File: src/rtl/vidq.sv
// Byte command FIFO feeding a 2D accelerator: each queued packet is copied into
// the accelerator command area in video memory, NUL-terminated, then kicked off.
module vidq #(
  parameter int          DEPTH_LOG = 8,
  parameter logic [17:0] ACMD      = 18'h20000
) (
  input  logic                 clock,
  input  logic                 reset,
  input  logic                 wr,
  input  logic [7:0]           wd,
  input  logic                 flush,
  input  logic                 page_in,
  output logic                 full,
  output logic [DEPTH_LOG:0]   level,
  output logic                 ovf,
  output logic                 idle,
  output logic                 done,
  output logic [17:0]          ma,
  output logic [7:0]           mo,
  output logic                 mw,
  output logic                 own,
  output logic                 cmd,
  output logic                 page,
  input  logic                 bsy
);

  localparam int DEPTH = 1 << DEPTH_LOG;

  typedef enum logic [2:0] {
    S_IDLE, S_COPY, S_TERM, S_KICK, S_WAITHI, S_WAITLO
  } state_t;

  logic [7:0]           mem_q [DEPTH];
  logic [DEPTH_LOG-1:0] wp_q, rp_q;
  logic [DEPTH_LOG:0]   level_q;
  logic                 ovf_q;
  logic                 push_ok, pop;
  logic [7:0]           head;
  logic [3:0]           head_len;
  logic                 head_valid;

  state_t     state_q, state_d;
  logic [3:0] k_q, k_d, len_q, len_d;
  logic [1:0] wt_q, wt_d;
  logic       page_q, done_q;

  assign full    = (level_q == (DEPTH_LOG+1)'(DEPTH));
  assign push_ok = wr && !full && !flush;
  assign head    = mem_q[rp_q];

  // Invalid codes decode to a one-byte packet so they can be discarded alone.
  always_comb begin
    head_valid = 1'b1;
    case (head)
      8'd1, 8'd2, 8'd3: head_len = 4'd10;
      8'd4:             head_len = 4'd6;
      8'd5, 8'd6:       head_len = 4'd8;
      default: begin
        head_len   = 4'd1;
        head_valid = 1'b0;
      end
    endcase
  end

  // NOTE: sequential state uses non-blocking assignments so every register
  // samples the pre-edge values regardless of statement order.
  always_ff @(posedge clock or posedge reset) begin
    if (reset) begin
      wp_q    <= '0;
      rp_q    <= '0;
      level_q <= '0;
      ovf_q   <= 1'b0;
    end else if (flush) begin
      rp_q    <= wp_q;
      level_q <= '0;
      ovf_q   <= 1'b0;
    end else begin
      if (push_ok) wp_q <= wp_q + DEPTH_LOG'(1);
      if (pop)     rp_q <= rp_q + DEPTH_LOG'(1);
      level_q <= level_q + (DEPTH_LOG+1)'(push_ok) - (DEPTH_LOG+1)'(pop);
      if (wr && full) ovf_q <= 1'b1;
    end
  end

  // NOTE: the storage array has no reset; pointers and level define validity,
  // and leaving it unreset lets it map onto plain RAM.
  always_ff @(posedge clock) begin
    if (push_ok) mem_q[wp_q] <= wd;
  end

  always_ff @(posedge clock or posedge reset) begin
    if (reset) begin
      state_q <= S_IDLE;
      k_q     <= '0;
      len_q   <= '0;
      wt_q    <= '0;
      page_q  <= 1'b0;
      done_q  <= 1'b0;
    end else begin
      state_q <= state_d;
      k_q     <= k_d;
      len_q   <= len_d;
      wt_q    <= wt_d;
      done_q  <= (state_q == S_WAITLO) && !bsy;
      if (state_q == S_KICK) page_q <= page_in;
    end
  end

  // NOTE: every combinational output gets a default first so no path infers a latch.
  always_comb begin
    state_d = state_q;
    k_d     = k_q;
    len_d   = len_q;
    wt_d    = wt_q;
    pop     = 1'b0;
    own     = 1'b0;
    mw      = 1'b0;
    ma      = '0;
    mo      = '0;
    cmd     = 1'b0;
    case (state_q)
      S_IDLE: begin
        if (level_q != '0 && !head_valid) begin
          pop = 1'b1;
        end else if (head_valid && level_q >= (DEPTH_LOG+1)'(head_len) && !bsy) begin
          len_d   = head_len;
          k_d     = '0;
          state_d = S_COPY;
        end
      end
      S_COPY: begin
        own = 1'b1;
        mw  = 1'b1;
        ma  = ACMD + {14'd0, k_q};
        mo  = head;
        pop = 1'b1;
        k_d = k_q + 4'd1;
        if (k_q == len_q - 4'd1) state_d = S_TERM;
      end
      S_TERM: begin
        own     = 1'b1;
        mw      = 1'b1;
        ma      = ACMD + {14'd0, len_q};
        state_d = S_KICK;
      end
      S_KICK: begin
        cmd     = 1'b1;
        wt_d    = '0;
        state_d = S_WAITHI;
      end
      S_WAITHI: begin
        if (bsy)               state_d = S_WAITLO;
        else if (wt_q == 2'd3) state_d = S_IDLE;
        else                   wt_d    = wt_q + 2'd1;
      end
      S_WAITLO: begin
        if (!bsy) state_d = S_IDLE;
      end
      default: state_d = S_IDLE;
    endcase
    // A flush mid-transfer abandons the packet; a launched command runs on.
    if (flush && (state_q == S_COPY || state_q == S_TERM)) state_d = S_IDLE;
  end

  assign level = level_q;
  assign ovf   = ovf_q;
  assign idle  = (level_q == '0) && (state_q == S_IDLE);
  assign done  = done_q;
  assign page  = page_q;

endmodule
File: config.mk
export PLATFORM = sky130hd
export DESIGN_NAME = vidq
export DESIGN_NICKNAME = d
export VERILOG_FILES = /design/src/rtl/vidq.sv
export SDC_FILE = /design/constraint.sdc
export NUM_CORES = 2
export LEC_CHECK = 0
export BUFFER_PORTS_ARGS = -buffer_cell sky130_fd_sc_hd__buf_2
export CORE_ASPECT_RATIO = 1.75
export CORE_MARGIN = 1.5
export CORE_UTILIZATION = 51
export DETAILED_ROUTE_END_ITERATION = 12
export GPL_TIMING_DRIVEN = 0
export MAX_ROUTING_LAYER = met4
export PLACE_DENSITY = 0.66
export SLEW_MARGIN = 20
export SYNTH_ARGS = -nofsm -noshare
export SYNTH_HDL_FRONTEND = slang
export SYNTH_SLANG_ARGS = --single-unit
export TNS_END_PERCENT = 100
File: constraint.sdc
create_clock -name clock -period 9.5 [get_ports clock]
set_clock_uncertainty 0.15 [all_clocks]
set_input_delay 1.9 -clock clock [delete_from_list [all_inputs] [get_ports clock]]
set_output_delay 1.9 -clock clock [all_outputs]
set_load 0.03 [all_outputs]
==> summary.md <==
| Metric | Value |
|---|---|
| Outcome | `complete, but fails checks` |
| Violated checks | `setup timing` |
| Syn Inst Count | `4048` |
| CTS buffer count | `187` |
| Hold-fix buffers, CTS | `0` |
| Max cap viols | `0` |
| Via density | `7.34` |
| Slew Viols, Final | `0` |
| WL/cell | `51.4 um` |
| Pleak | `30.1 nW` |
| Syn avg cell area | `20.4 sq um` |
| Crit path capture type | `primary output` |
| Psw | `12.2 mW` |
| Cell with the most instances after synthesis | `edfxtp_1` |
| Sequential share of the synthesized area | `75.7%` |
| HPWL after detailed placement | `228000 um` |
| CTS tree | `done` |
| Via count of the routed design | `48600` |
| Worst vdd ir | `0.000261 V` |
| Worst r2r src | `rp_q[1]` |
| Filler cell count | `11700` |
| RSZ-0062 raised after global routing | `false` |
| Period Utilization, post-route | `100%` |
| Synth cell count leaders | `2048 x edfxtp_1, 485 x mux4_2, 333 x nor2_1` |
| Pre-CTS setup slack | `0.635 ns` |
| YS warnings | `0` |
| Final setup viols | `1` |
| Core Area | `161000 sq um` |
| Critical path origin | `rp_q[1]` |
| Antenna Nets Post-Route | `0` |
| H-tree levels | `4` |
| First-pass GRT wire length | `441000 um` |
| Register share of total power | `34.0%` |
| Die Ht | `535 um` |
| Die X-Extent | `307 um` |
| IO buf count | `43` |
| CP max FO | `11` |
| Worst skew pair latency | `0.87 ns` |
| Non-Filler Instances | `6620` |
| CTS resizes | `0` |
| Netlist cell types | `81` |
| Clock power share | `25.9%` |
| Post-synthesis register bit count | `2089` |
| GPL Wtd Cong | `1.09` |
| Fmax achieved | `0.105 GHz` |
| Utilization after layout | `58.1%` |
| All-Layer GR Usage | `43.3%` |
| Die area | `164000 sq um` |
| Setup Crit Path Kind | `reg2out` |
| Layout area overhead | `13.3%` |
| Core Rows | `195` |
| Reg clk slew, reported paths | `0.07 ns` |
| Starting DRC count in detailed routing | `9046` |
| Smallest setup slack after layout | `-0.0193 ns` |
| Share of the synthesized area in the top cell type | `74.5%` |
| Power per cell area | `325 nW/um^2` |
| DRC Markers | `0` |
| Antenna violations before repair | `39` |
| Area leader, netlist | `edfxtp_1` |
| EDFF count, synth | `2048` |
| GRT Residual Overflow | `0` |
| Minimum clock period | `9.52 ns` |
| Hold WC Path Type | `reg2reg` |
| Logic pwr share | `40.1%` |
| Primary FF master, synth | `edfxtp_1` |
| Pin count of the biggest net entering global routing | `132` |
| Element type at the critical path start | `flop` |
| Min-Delay Startpoint | `ovf` |
| Internal | `18.2 mW` |
| Synthesized area | `82600 sq um` |
| Power Total | `30.4 mW` |
| Clock tree buffer depth | `4` |
| DRT Pass-1 Iters | `10` |
| Post CTS Setup Buffer Count | `0` |
| Sw frac | `40.2%` |
| Arr. time, crit path | `7.47 ns` |
| Initial core utilization | `51.3%` |
| Nets | `4402` |
| Share of cells above drive strength 1 | `24.7%` |
| Final Hold Fails | `0` |
| Final wirelength | `341000 um` |
| Tightest slew margin relative to the limit | `8.59%` |
| Worst path required time | `7.45 ns` |
| Cell count after placement | `6237` |
| Asr flop ratio synth | `1.96%` |
| # IOs | `57` |
| Vias in the first global route | `45600` |
| Root Driver | `clkbuf_16` |
| Slew @ Worst Pin | `1.37 ns` |
| CTS Sinks | `2089` |
| Synth area leaders | `edfxtp_1 74%, mux4_2 13%, mux2i_1 2.0%` |
## stage by stage
| stage | setup TNS [ns] | hold slack (ns) | area, sq um |
|---|---|---|---|
| 6_report | -0.0193 | 0.353 | 93600 |
| 5_1_grt | 0 | 0.382 | 93500 |
| 4_1_cts | 0 | 0.354 | 93400 |
| 3_5_place_dp | 0 | 0.336 | 87300 |
| 3_3_place_gp | -1.15 | 0.332 | 85400 |
| 2_1_floorplan | 0 | 0.326 | 82600 |
## kinds of logic after synthesis
| kind of cell | count (synthesis) | synth area share [%] |
|---|---|---|
| XOR/XNOR | 19 | 0.202 |
| multiplexers | 669 | 15.6 |
| AO/OA/AOI/OAI | 346 | 3.03 |
| adder cells (fa/ha/maj) | 29 | 0.448 |
| other | 1 | 0.00454 |
| buffers and inverters | 286 | 1.88 |
| AND/OR/NAND/NOR | 609 | 3.18 |
| flip-flops | 2089 | 75.7 |
## metal layers
metal | wire [um] | part of all wire (%) | vias to the layer above | global-route usage [%]
met5 | 0 | 0 | - | -
met4 | 37200 | 11 | 0 | 36.4
met3 | 44400 | 13 | 1322 | 13.6
met2 | 155000 | 46 | 4615 | 63.5
met1 | 104000 | 31 | 25300 | 48.5
li1 | - | - | 17400 | -
## cells in the final DEF, fill, tap and decap left out, types with 49 or more instances in the layout
| cell type | netlist | routed |
|---|---|---|
| nand2_1 | 131 | 131 |
| buf_2 | 64 | 116 |
| nor2_1 | 333 | 321 |
| a21oi_1 | 52 | 52 |
| clkbuf_2 | 0 | 59 |
| clkbuf_1 | 92 | 65 |
| edfxtp_1 | 2048 | 2048 |
| a22oi_1 | 53 | 53 |
| clkbuf_16 | 0 | 189 |
| mux2i_1 | 169 | 169 |
| o21ai_0 | 56 | 56 |
| mux4_2 | 485 | 485 |
| diode_2 | 0 | 49 |
## critical path, stage by stage, from the launching register on
cell	delay, ns
dfrtp_1	0.53
buf_4	0.33
buf_2	0.75
buf_4	0.65
buf_2	0.81
mux4_2	0.44
a22oi_1	0.29
a21oi_1	0.24
nor4_1	0.84
a221oi_1	0.55
a31oi_1	0.78
nor2_1	0.11
buf_2	0.22
## state kept, by name (all words and copies together), names as in the netlist
name / cells
done: 1
k_q: 4
wt_q: 2
level: 9
ovf: 1
rp_q: 8
wp_q: 8
len_q: 4
state_q: 3
mem_q: 2048
page: 1
## worst paths after layout
| check | to | slack, ns | cells after the start |
|---|---|---|---|
| worst min-delay path | ovf | 0.35 | 2 |
| worst max-delay path | mo[5] | -0.02 | 12 |
| worst max register to register | level[8] | 0.05 | 29 |
| min in group asynchronous | level[0] | 0.85 | 2 |
| max in group asynchronous | k_q[3] | 7.84 | 3 |
| worst min register to register | ovf | 0.35 | 2 |
## final cells by class
class / count / area, sq um / area share (%)
buffer: 249 / 1510 / 1.62
antenna: 49 / 123 / 0.131
timing repair buffer: 110 / 1940 / 2.08
tap: 2068 / 2590 / 2.77
sequential: 2089 / 62500 / 66.8
multi-input combinational: 1685 / 18600 / 19.9
clock buffer: 221 / 4850 / 5.18
clock inverter: 112 / 1260 / 1.35
inverter: 37 / 139 / 0.148
## power by group through the flow
stage	clock network, mW	logic (mW)	registers, mW
6_report	7.88	12.2	10.3
5_1_grt	8.13	11.8	10.3
4_1_cts	7.81	11.4	10.3
3_5_place_dp	0	11.4	10.5
3_3_place_gp	0	11.0	10.6
2_1_floorplan	0	5.13	10.5
(Power assumes the default switching activity.)
